==> src/rtl/ram_sdp_flagged_if.sv <==
// Bus bundle for ram_sdp_flagged: write/read requests plus registered status.
interface ram_sdp_flagged_if #(
  parameter int unsigned DATA_W = 64,
  parameter int unsigned IN_W   = 128,
  parameter int unsigned DEPTH  = 32,
  parameter int unsigned ADDR_W = 64,
  parameter int unsigned CNT_W  = $clog2(DEPTH + 1)
);
  logic [ADDR_W-1:0] write_addr;
  logic [ADDR_W-1:0] read_addr;
  logic [IN_W-1:0]   input_data;
  logic              read_enable;
  logic              write_enable;
  logic [DATA_W-1:0] read_out;
  logic              read_valid;
  logic              invalid_r_addr;
  logic              invalid_w_addr;
  logic              w_r_same_addr;
  logic              mem_loc_occupied;
  logic              data_overflow;
  logic [CNT_W-1:0]  occupied_count;
  logic              full;
  logic              empty;

  modport master (
    output write_addr, read_addr, input_data, read_enable, write_enable,
    input  read_out, read_valid, invalid_r_addr, invalid_w_addr, w_r_same_addr,
           mem_loc_occupied, data_overflow, occupied_count, full, empty
  );

  modport slave (
    input  write_addr, read_addr, input_data, read_enable, write_enable,
    output read_out, read_valid, invalid_r_addr, invalid_w_addr, w_r_same_addr,
           mem_loc_occupied, data_overflow, occupied_count, full, empty
  );
endinterface

==> src/rtl/ram_sdp_flagged.sv <==
// Simple dual-port RAM with per-word valid bits, occupancy counter and
// registered single-cycle error flags.
// Define RAM_WR_BYPASS_EN to turn a same-address read/write into a write
// with read-through of the incoming data instead of a suppressed conflict.
module ram_sdp_flagged #(
  parameter int unsigned DATA_W = 64,
  parameter int unsigned IN_W   = 128,
  parameter int unsigned DEPTH  = 32,
  parameter int unsigned ADDR_W = 64,
  parameter int unsigned CNT_W  = $clog2(DEPTH + 1)
) (
  input logic              clk,
  input logic              rst,
  ram_sdp_flagged_if.slave bus
);

  localparam int unsigned IdxW = (DEPTH > 1) ? $clog2(DEPTH) : 1;

  logic [DATA_W-1:0] mem_q [DEPTH];
  logic [DEPTH-1:0]  valid_q, valid_d;
  logic [CNT_W-1:0]  cnt_q, cnt_d;
  logic [DATA_W-1:0] read_out_q, read_out_d;
  logic              read_valid_q, read_valid_d;
  logic [4:0]        flags_q, flags_d;  // {inv_r, inv_w, same, occ, ovf}

  logic [IdxW-1:0]       widx, ridx;
  logic [IN_W-DATA_W:0]  sign_bits;
  logic                  wa_ok, ra_ok, ovf, conf, wr_acc, rd_acc, conf_flag, old_valid;
  logic [DATA_W-1:0]     rd_data;

  assign widx      = bus.write_addr[IdxW-1:0];
  assign ridx      = bus.read_addr[IdxW-1:0];
  // Full-width compare so out-of-range addresses never alias into the array.
  assign wa_ok     = bus.write_addr < ADDR_W'(DEPTH);
  assign ra_ok     = bus.read_addr < ADDR_W'(DEPTH);
  assign sign_bits = bus.input_data[IN_W-1:DATA_W-1];
  assign ovf       = !((&sign_bits) || !(|sign_bits));
  assign conf      = bus.write_enable & bus.read_enable & wa_ok & ra_ok &
                     (bus.write_addr == bus.read_addr);

  // Access acceptance and read data selection.
  always_comb begin
`ifdef RAM_WR_BYPASS_EN
    wr_acc    = bus.write_enable & wa_ok & !ovf;
    rd_acc    = bus.read_enable & ra_ok;
    conf_flag = 1'b0;
`else
    wr_acc    = bus.write_enable & wa_ok & !ovf & !conf;
    rd_acc    = bus.read_enable & ra_ok & !conf;
    conf_flag = conf;
`endif
    old_valid = wa_ok & valid_q[widx];
    rd_data   = valid_q[ridx] ? mem_q[ridx] : '0;
`ifdef RAM_WR_BYPASS_EN
    // Overflowing write is dropped, so the read then sees the stored word.
    if (conf && !ovf) rd_data = bus.input_data[DATA_W-1:0];
`endif
  end

  // Next-state for valid bits, counter, read port and flags.
  always_comb begin
    valid_d      = valid_q;
    cnt_d        = cnt_q;
    read_out_d   = read_out_q;
    read_valid_d = rd_acc;
    if (wr_acc) begin
      valid_d[widx] = 1'b1;
      if (!old_valid) cnt_d = cnt_q + CNT_W'(1);
    end
    if (rd_acc) read_out_d = rd_data;
    flags_d = {bus.read_enable & !ra_ok,
               bus.write_enable & !wa_ok,
               conf_flag,
               wr_acc & old_valid,
               bus.write_enable & wa_ok & ovf};
  end

  // Control state with asynchronous clear.
  always_ff @(posedge clk or negedge rst) begin
    if (!rst) begin
      valid_q      <= '0;
      cnt_q        <= '0;
      read_out_q   <= '0;
      read_valid_q <= 1'b0;
      flags_q      <= '0;
    end else begin
      valid_q      <= valid_d;
      cnt_q        <= cnt_d;
      read_out_q   <= read_out_d;
      read_valid_q <= read_valid_d;
      flags_q      <= flags_d;
    end
  end

  // Storage array is not reset; cleared valid bits hide stale contents.
  always_ff @(posedge clk) begin
    if (wr_acc) mem_q[widx] <= bus.input_data[DATA_W-1:0];
  end

  assign bus.read_out         = read_out_q;
  assign bus.read_valid       = read_valid_q;
  assign bus.invalid_r_addr   = flags_q[4];
  assign bus.invalid_w_addr   = flags_q[3];
  assign bus.w_r_same_addr    = flags_q[2];
  assign bus.mem_loc_occupied = flags_q[1];
  assign bus.data_overflow    = flags_q[0];
  assign bus.occupied_count   = cnt_q;
  assign bus.full             = cnt_q == CNT_W'(DEPTH);
  assign bus.empty            = cnt_q == '0;

endmodule

==> src/flat_wrapper.sv <==
// flat-port wrapper written by rule: the top's interface ports become plain ports
module ram_sdp_flagged_flat 
#(
  parameter int unsigned DATA_W = 64,
  parameter int unsigned IN_W   = 128,
  parameter int unsigned DEPTH  = 32,
  parameter int unsigned ADDR_W = 64,
  parameter int unsigned CNT_W  = $clog2(DEPTH + 1)
)
  (clk, rst, bus_write_addr, bus_read_addr, bus_input_data, bus_read_enable, bus_write_enable, bus_read_out, bus_read_valid, bus_invalid_r_addr, bus_invalid_w_addr, bus_w_r_same_addr, bus_mem_loc_occupied, bus_data_overflow, bus_occupied_count, bus_full, bus_empty);
  ram_sdp_flagged_if #(.DATA_W(DATA_W), .IN_W(IN_W), .DEPTH(DEPTH), .ADDR_W(ADDR_W), .CNT_W(CNT_W)) bus_i ();
  input logic clk;
  input logic rst;
  input wire logic [$bits(bus_i.write_addr)-1:0] bus_write_addr;
  input wire logic [$bits(bus_i.read_addr)-1:0] bus_read_addr;
  input wire logic [$bits(bus_i.input_data)-1:0] bus_input_data;
  input wire logic [$bits(bus_i.read_enable)-1:0] bus_read_enable;
  input wire logic [$bits(bus_i.write_enable)-1:0] bus_write_enable;
  output wire logic [$bits(bus_i.read_out)-1:0] bus_read_out;
  output wire logic [$bits(bus_i.read_valid)-1:0] bus_read_valid;
  output wire logic [$bits(bus_i.invalid_r_addr)-1:0] bus_invalid_r_addr;
  output wire logic [$bits(bus_i.invalid_w_addr)-1:0] bus_invalid_w_addr;
  output wire logic [$bits(bus_i.w_r_same_addr)-1:0] bus_w_r_same_addr;
  output wire logic [$bits(bus_i.mem_loc_occupied)-1:0] bus_mem_loc_occupied;
  output wire logic [$bits(bus_i.data_overflow)-1:0] bus_data_overflow;
  output wire logic [$bits(bus_i.occupied_count)-1:0] bus_occupied_count;
  output wire logic [$bits(bus_i.full)-1:0] bus_full;
  output wire logic [$bits(bus_i.empty)-1:0] bus_empty;
  assign bus_i.write_addr = bus_write_addr;
  assign bus_i.read_addr = bus_read_addr;
  assign bus_i.input_data = bus_input_data;
  assign bus_i.read_enable = bus_read_enable;
  assign bus_i.write_enable = bus_write_enable;
  assign bus_read_out = bus_i.read_out;
  assign bus_read_valid = bus_i.read_valid;
  assign bus_invalid_r_addr = bus_i.invalid_r_addr;
  assign bus_invalid_w_addr = bus_i.invalid_w_addr;
  assign bus_w_r_same_addr = bus_i.w_r_same_addr;
  assign bus_mem_loc_occupied = bus_i.mem_loc_occupied;
  assign bus_data_overflow = bus_i.data_overflow;
  assign bus_occupied_count = bus_i.occupied_count;
  assign bus_full = bus_i.full;
  assign bus_empty = bus_i.empty;
  ram_sdp_flagged #(.DATA_W(DATA_W), .IN_W(IN_W), .DEPTH(DEPTH), .ADDR_W(ADDR_W), .CNT_W(CNT_W)) u_core (.clk(clk), .rst(rst), .bus(bus_i));
endmodule
==> config.mk <==
export PLATFORM = sky130hd
export DESIGN_NAME = ram_sdp_flagged_flat
export DESIGN_NICKNAME = d
export VERILOG_FILES = /design/src/rtl/ram_sdp_flagged_if.sv /design/src/rtl/ram_sdp_flagged.sv /design/src/flat_wrapper.sv
export SDC_FILE = /design/constraint.sdc
export NUM_CORES = 2
export LEC_CHECK = 0
export CAP_MARGIN = 10
export CELL_PAD_IN_SITES_DETAIL_PLACEMENT = 1
export CELL_PAD_IN_SITES_GLOBAL_PLACEMENT = 2
export CORE_UTILIZATION = 49
export DETAILED_ROUTE_END_ITERATION = 6
export PLACE_DENSITY = 0.77
export SYNTH_ARGS = -nofsm -noshare
export SYNTH_HDL_FRONTEND = slang
export SYNTH_SLANG_ARGS = --single-unit
==> constraint.sdc <==
create_clock -name clk -period 2.8 [get_ports clk]
set_input_delay 0.56 -clock clk [delete_from_list [all_inputs] [get_ports clk]]
set_output_delay 0.56 -clock clk [all_outputs]
set_load 0.02 [all_outputs]
==> flow_metrics.env <==
export IMPL_slowest_delay_ns=0.48
export IMPL_grt_util_all_layers=0.286
export IMPL_cts_max_path_buffers=3
export IMPL_worst_ir_drop_vdd_mv=0.599
export IMPL_drtIter0Drc=5289
export IMPL_worstSetupPathType="input pin to flip-flop"
export IMPL_antenna_found_initial=29
export IMPL_cts_root_buffer="clkbuf_16"
export IMPL_synth_most_common_cell="edfxtp_1"
export IMPL_synth_top_family_by_area="multiplexers"
export IMPL_die_area_um2=171000
export IMPL_synth_distinct_cells=41
export IMPL_place_ws_ns=-1.57
export IMPL_synth_ff_type="edfxtp_1"
export IMPL_grt_pass1_wl_mm=346
export IMPL_layout_setup_ws_ns=-0.102
export IMPL_max_freq_ghz=0.345
export IMPL_vias=43300
export IMPL_timing_hold_ws_ns=0.313
export IMPL_setup_tns_ns=-9.69
export IMPL_synth_edf_count=2048
export IMPL_grt_pass1_vias=45000
export IMPL_muxShareOfSynthArea=0.186
export IMPL_cp_start_kind="input pin"
export IMPL_status="finished with violations"
export IMPL_power_density_nw_per_um2=651
export IMPL_firstDrtPassIters=5
export IMPL_crit_family="simple AND/OR/NAND/NOR gates"
export IMPL_initial_core_util=0.495
export IMPL_hp_class="input pin to asynchronous set/reset pin"
export IMPL_multi_input_comb_area_um2=19100
export IMPL_violations="setup timing"
export IMPL_drc=0
export IMPL_postSynthCellCount=3478
export IMPL_cts_buffers=212
export IMPL_finClkSkew_ns=0.0542
export IMPL_synth_compound_area_frac=0.00456
export IMPL_cts_tree="yes"
export IMPL_synthAdderAreaFrac=0.000301
export IMPL_cp_cell_sequence="clkdlybuf4s15_1 -> nor4_2 -> nand4_1 -> nor4_2 -> nand4_1 -> a221o_4 -> buf_6 -> bufbuf_16 -> nor4_4 -> buf_6 -> clkbuf_16"
export IMPL_ys_ff_latch=2156
export IMPL_layout_drive_gt1_share=0.383
export IMPL_crit_arrival_ns=3.47
export IMPL_synth_xor_area_share=0.00726
export IMPL_synthTopCellsByArea="edfxtp_1 (74%), mux4_2 (18%), dfrtp_1 (3.2%), mux2i_1 (0.78%), xor2_1 (0.67%)"
export IMPL_power_mw=67.6
export IMPL_vias_per_cell=6.29
export IMPL_end_kind="flip-flop"
export IMPL_max_slew_margin=0.421
export IMPL_async_reset_ff_frac=0.0501
export IMPL_finalHoldViolations=0
export IMPL_crit_slowest_cell="a221o_4"
export IMPL_syn_num_nets=3740
export IMPL_syn_to_final_growth_pct=24.8
export IMPL_nets=4739
export IMPL_crit_reg2reg_launch="u_core.valid_q[19]$_DFFE_PN0P_"
export IMPL_io_pins=338
export IMPL_slew_violations=0
export IMPL_crit_fanout=7
export IMPL_gp_congestion=0.878
export IMPL_rr_worst_depth=6
export IMPL_r2r_end="u_core.bus.read_out[11]$_DFFE_PN0P_"
export IMPL_synth_warning_count=0
export IMPL_synth_simple_area_share=0.0203
export IMPL_synth_cell_area_um2=83200
export IMPL_fillerInstances=13600
export IMPL_numPortBuffers=337
export IMPL_synth_top_cell_by_area="edfxtp_1"
export IMPL_clk_pin_slew_ns=0.06
export IMPL_clock_latency_ns=0.88
export IMPL_yosysSeqAreaShare=0.771
export IMPL_postLayoutCoreUtil=0.618
export IMPL_wl_per_cell_um=35.7
export IMPL_cts_sinks=2156
export IMPL_die_w_um=414
export IMPL_cts_htree_levels=4
export IMPL_maxCapViolations=0
export IMPL_rows=150
export IMPL_cp_data_required_time_ns=3.37
export IMPL_synth_commonest_cells="edfxtp_1 (2048), mux4_2 (658), dfrtp_1 (108)"
export IMPL_synth_top_area_frac=0.739
export IMPL_core_area_um2=168000
export IMPL_layout_area_seq_um2=64200
export IMPL_die_y_um=414
export IMPL_worst_pin_slew_ns=0.869
export IMPL_path_buf_inv=5
export IMPL_rsz0062_at_grt="yes"
export IMPL_avgSynthCellArea_um2=23.9
export IMPL_timing_reg2reg_setup_slack_ns=0.26
export IMPL_grt_max_degree=48
export IMPL_cellLeakagePower_nw=34.7
export IMPL_grt_overflow=0
export IMPL_ant_nets=0
export IMPL_finalSetupViolCount=203
export IMPL_dp_hpwl_mm=154
export IMPL_period_minus_slack_ns=2.90
export IMPL_min_period_over_period=1.04
export IMPL_wl_mm=246
cell type report:
class / instances / share of cell area
inverters: 4 / 0.000145
flip-flops and latches: 2156 / 0.618
diodes: 11 / 0.000265
clock buffers: 266 / 0.0541
repair buffers: 967 / 0.105
multi-input cells: 1136 / 0.184
well taps: 2204 / 0.0266
clock inverters: 134 / 0.0123
how the worst max path moves through the flow:
stage,from,to,slack (ns),cells past startpoint
floorplan,bus_input_data[96],u_core.mem_q[2][0]$_DFFE_PP_,-1.85,7
global placement,bus_input_data[63],u_core.mem_q[3][38]$_DFFE_PP_,-1.61,11
detailed placement,bus_input_data[63],u_core.mem_q[3][40]$_DFFE_PP_,-1.57,11
CTS,bus_read_addr[45],u_core.mem_q[8][21]$_DFFE_PP_,-0.001,15
global route,bus_input_data[68],u_core.mem_q[8][28]$_DFFE_PP_,-0.15,14
finish,bus_input_data[68],u_core.mem_q[7][15]$_DFFE_PP_,-0.10,11
cell usage in the layout, fill, tap and decap left out, types with 46 or more instances in the layout:
cell type / n
mux4_2: 658
clkbuf_1: 46
dfrtp_1: 108
clkdlybuf4s50_1: 139
o21ai_0: 66
edfxtp_1: 2048
nor4_4: 46
nand2_1: 70
xor2_1: 54
mux2i_1: 65
clkbuf_16: 223
dlygate4sd2_1: 56
buf_12: 169
buf_4: 400
state kept, by name, summed over array words and instances, names as in the netlist:
| name | cells |
|---|---|
| u_core.bus.occupied_count | 6 |
| u_core.flags_q | 5 |
| u_core.valid_q | 32 |
| u_core.mem_q | 2048 |
| u_core.bus.read_valid | 1 |
| u_core.bus.read_out | 64 |
routing by layer:
layer,share of wire,up-vias,global-route usage
li1,-,17000,-
met1,0.39,23400,0.394
met2,0.50,2402,0.466
met3,0.085,382,0.0548
met4,0.030,24,0.0884
met5,0.00065,-,0
metrics by stage:
step	std cells	area (um^2)
6_report	6878	104000
5_1_grt	6872	104000
4_1_cts	6862	103000
3_5_place_dp	6389	94900
3_3_place_gp	6389	94900
2_1_floorplan	3478	83500
what timing repair did:
item                                    in CTS  in global routing
endpoints found under the setup margin    2091               1768
resized for setup                          334                161
gates cloned                                27                  9
pin swaps                                   73                 64
setup buffers                               50                  3
hold buffers                                 1                  0
endpoints found under the hold margin       42                  0
logic make-up after synthesis:
group / Yosys count
xor gates and xnor gates: 69
adders and majority gates: 2
muxes: 726
DFF: 2156
AOI/OAI and AO/OA: 71
buffers and inverters: 186
and+or+nand+nor: 268
report_power, final:
part,switching [mW],internal [mW],leakage [nW],total (mW)
registers,0.000438,35.3,19.9,35.3
clock network,12.4,15.9,3.34,28.4
logic,2.25,1.71,11.5,3.95
Note: power is estimated with default switching activity, not from simulation.
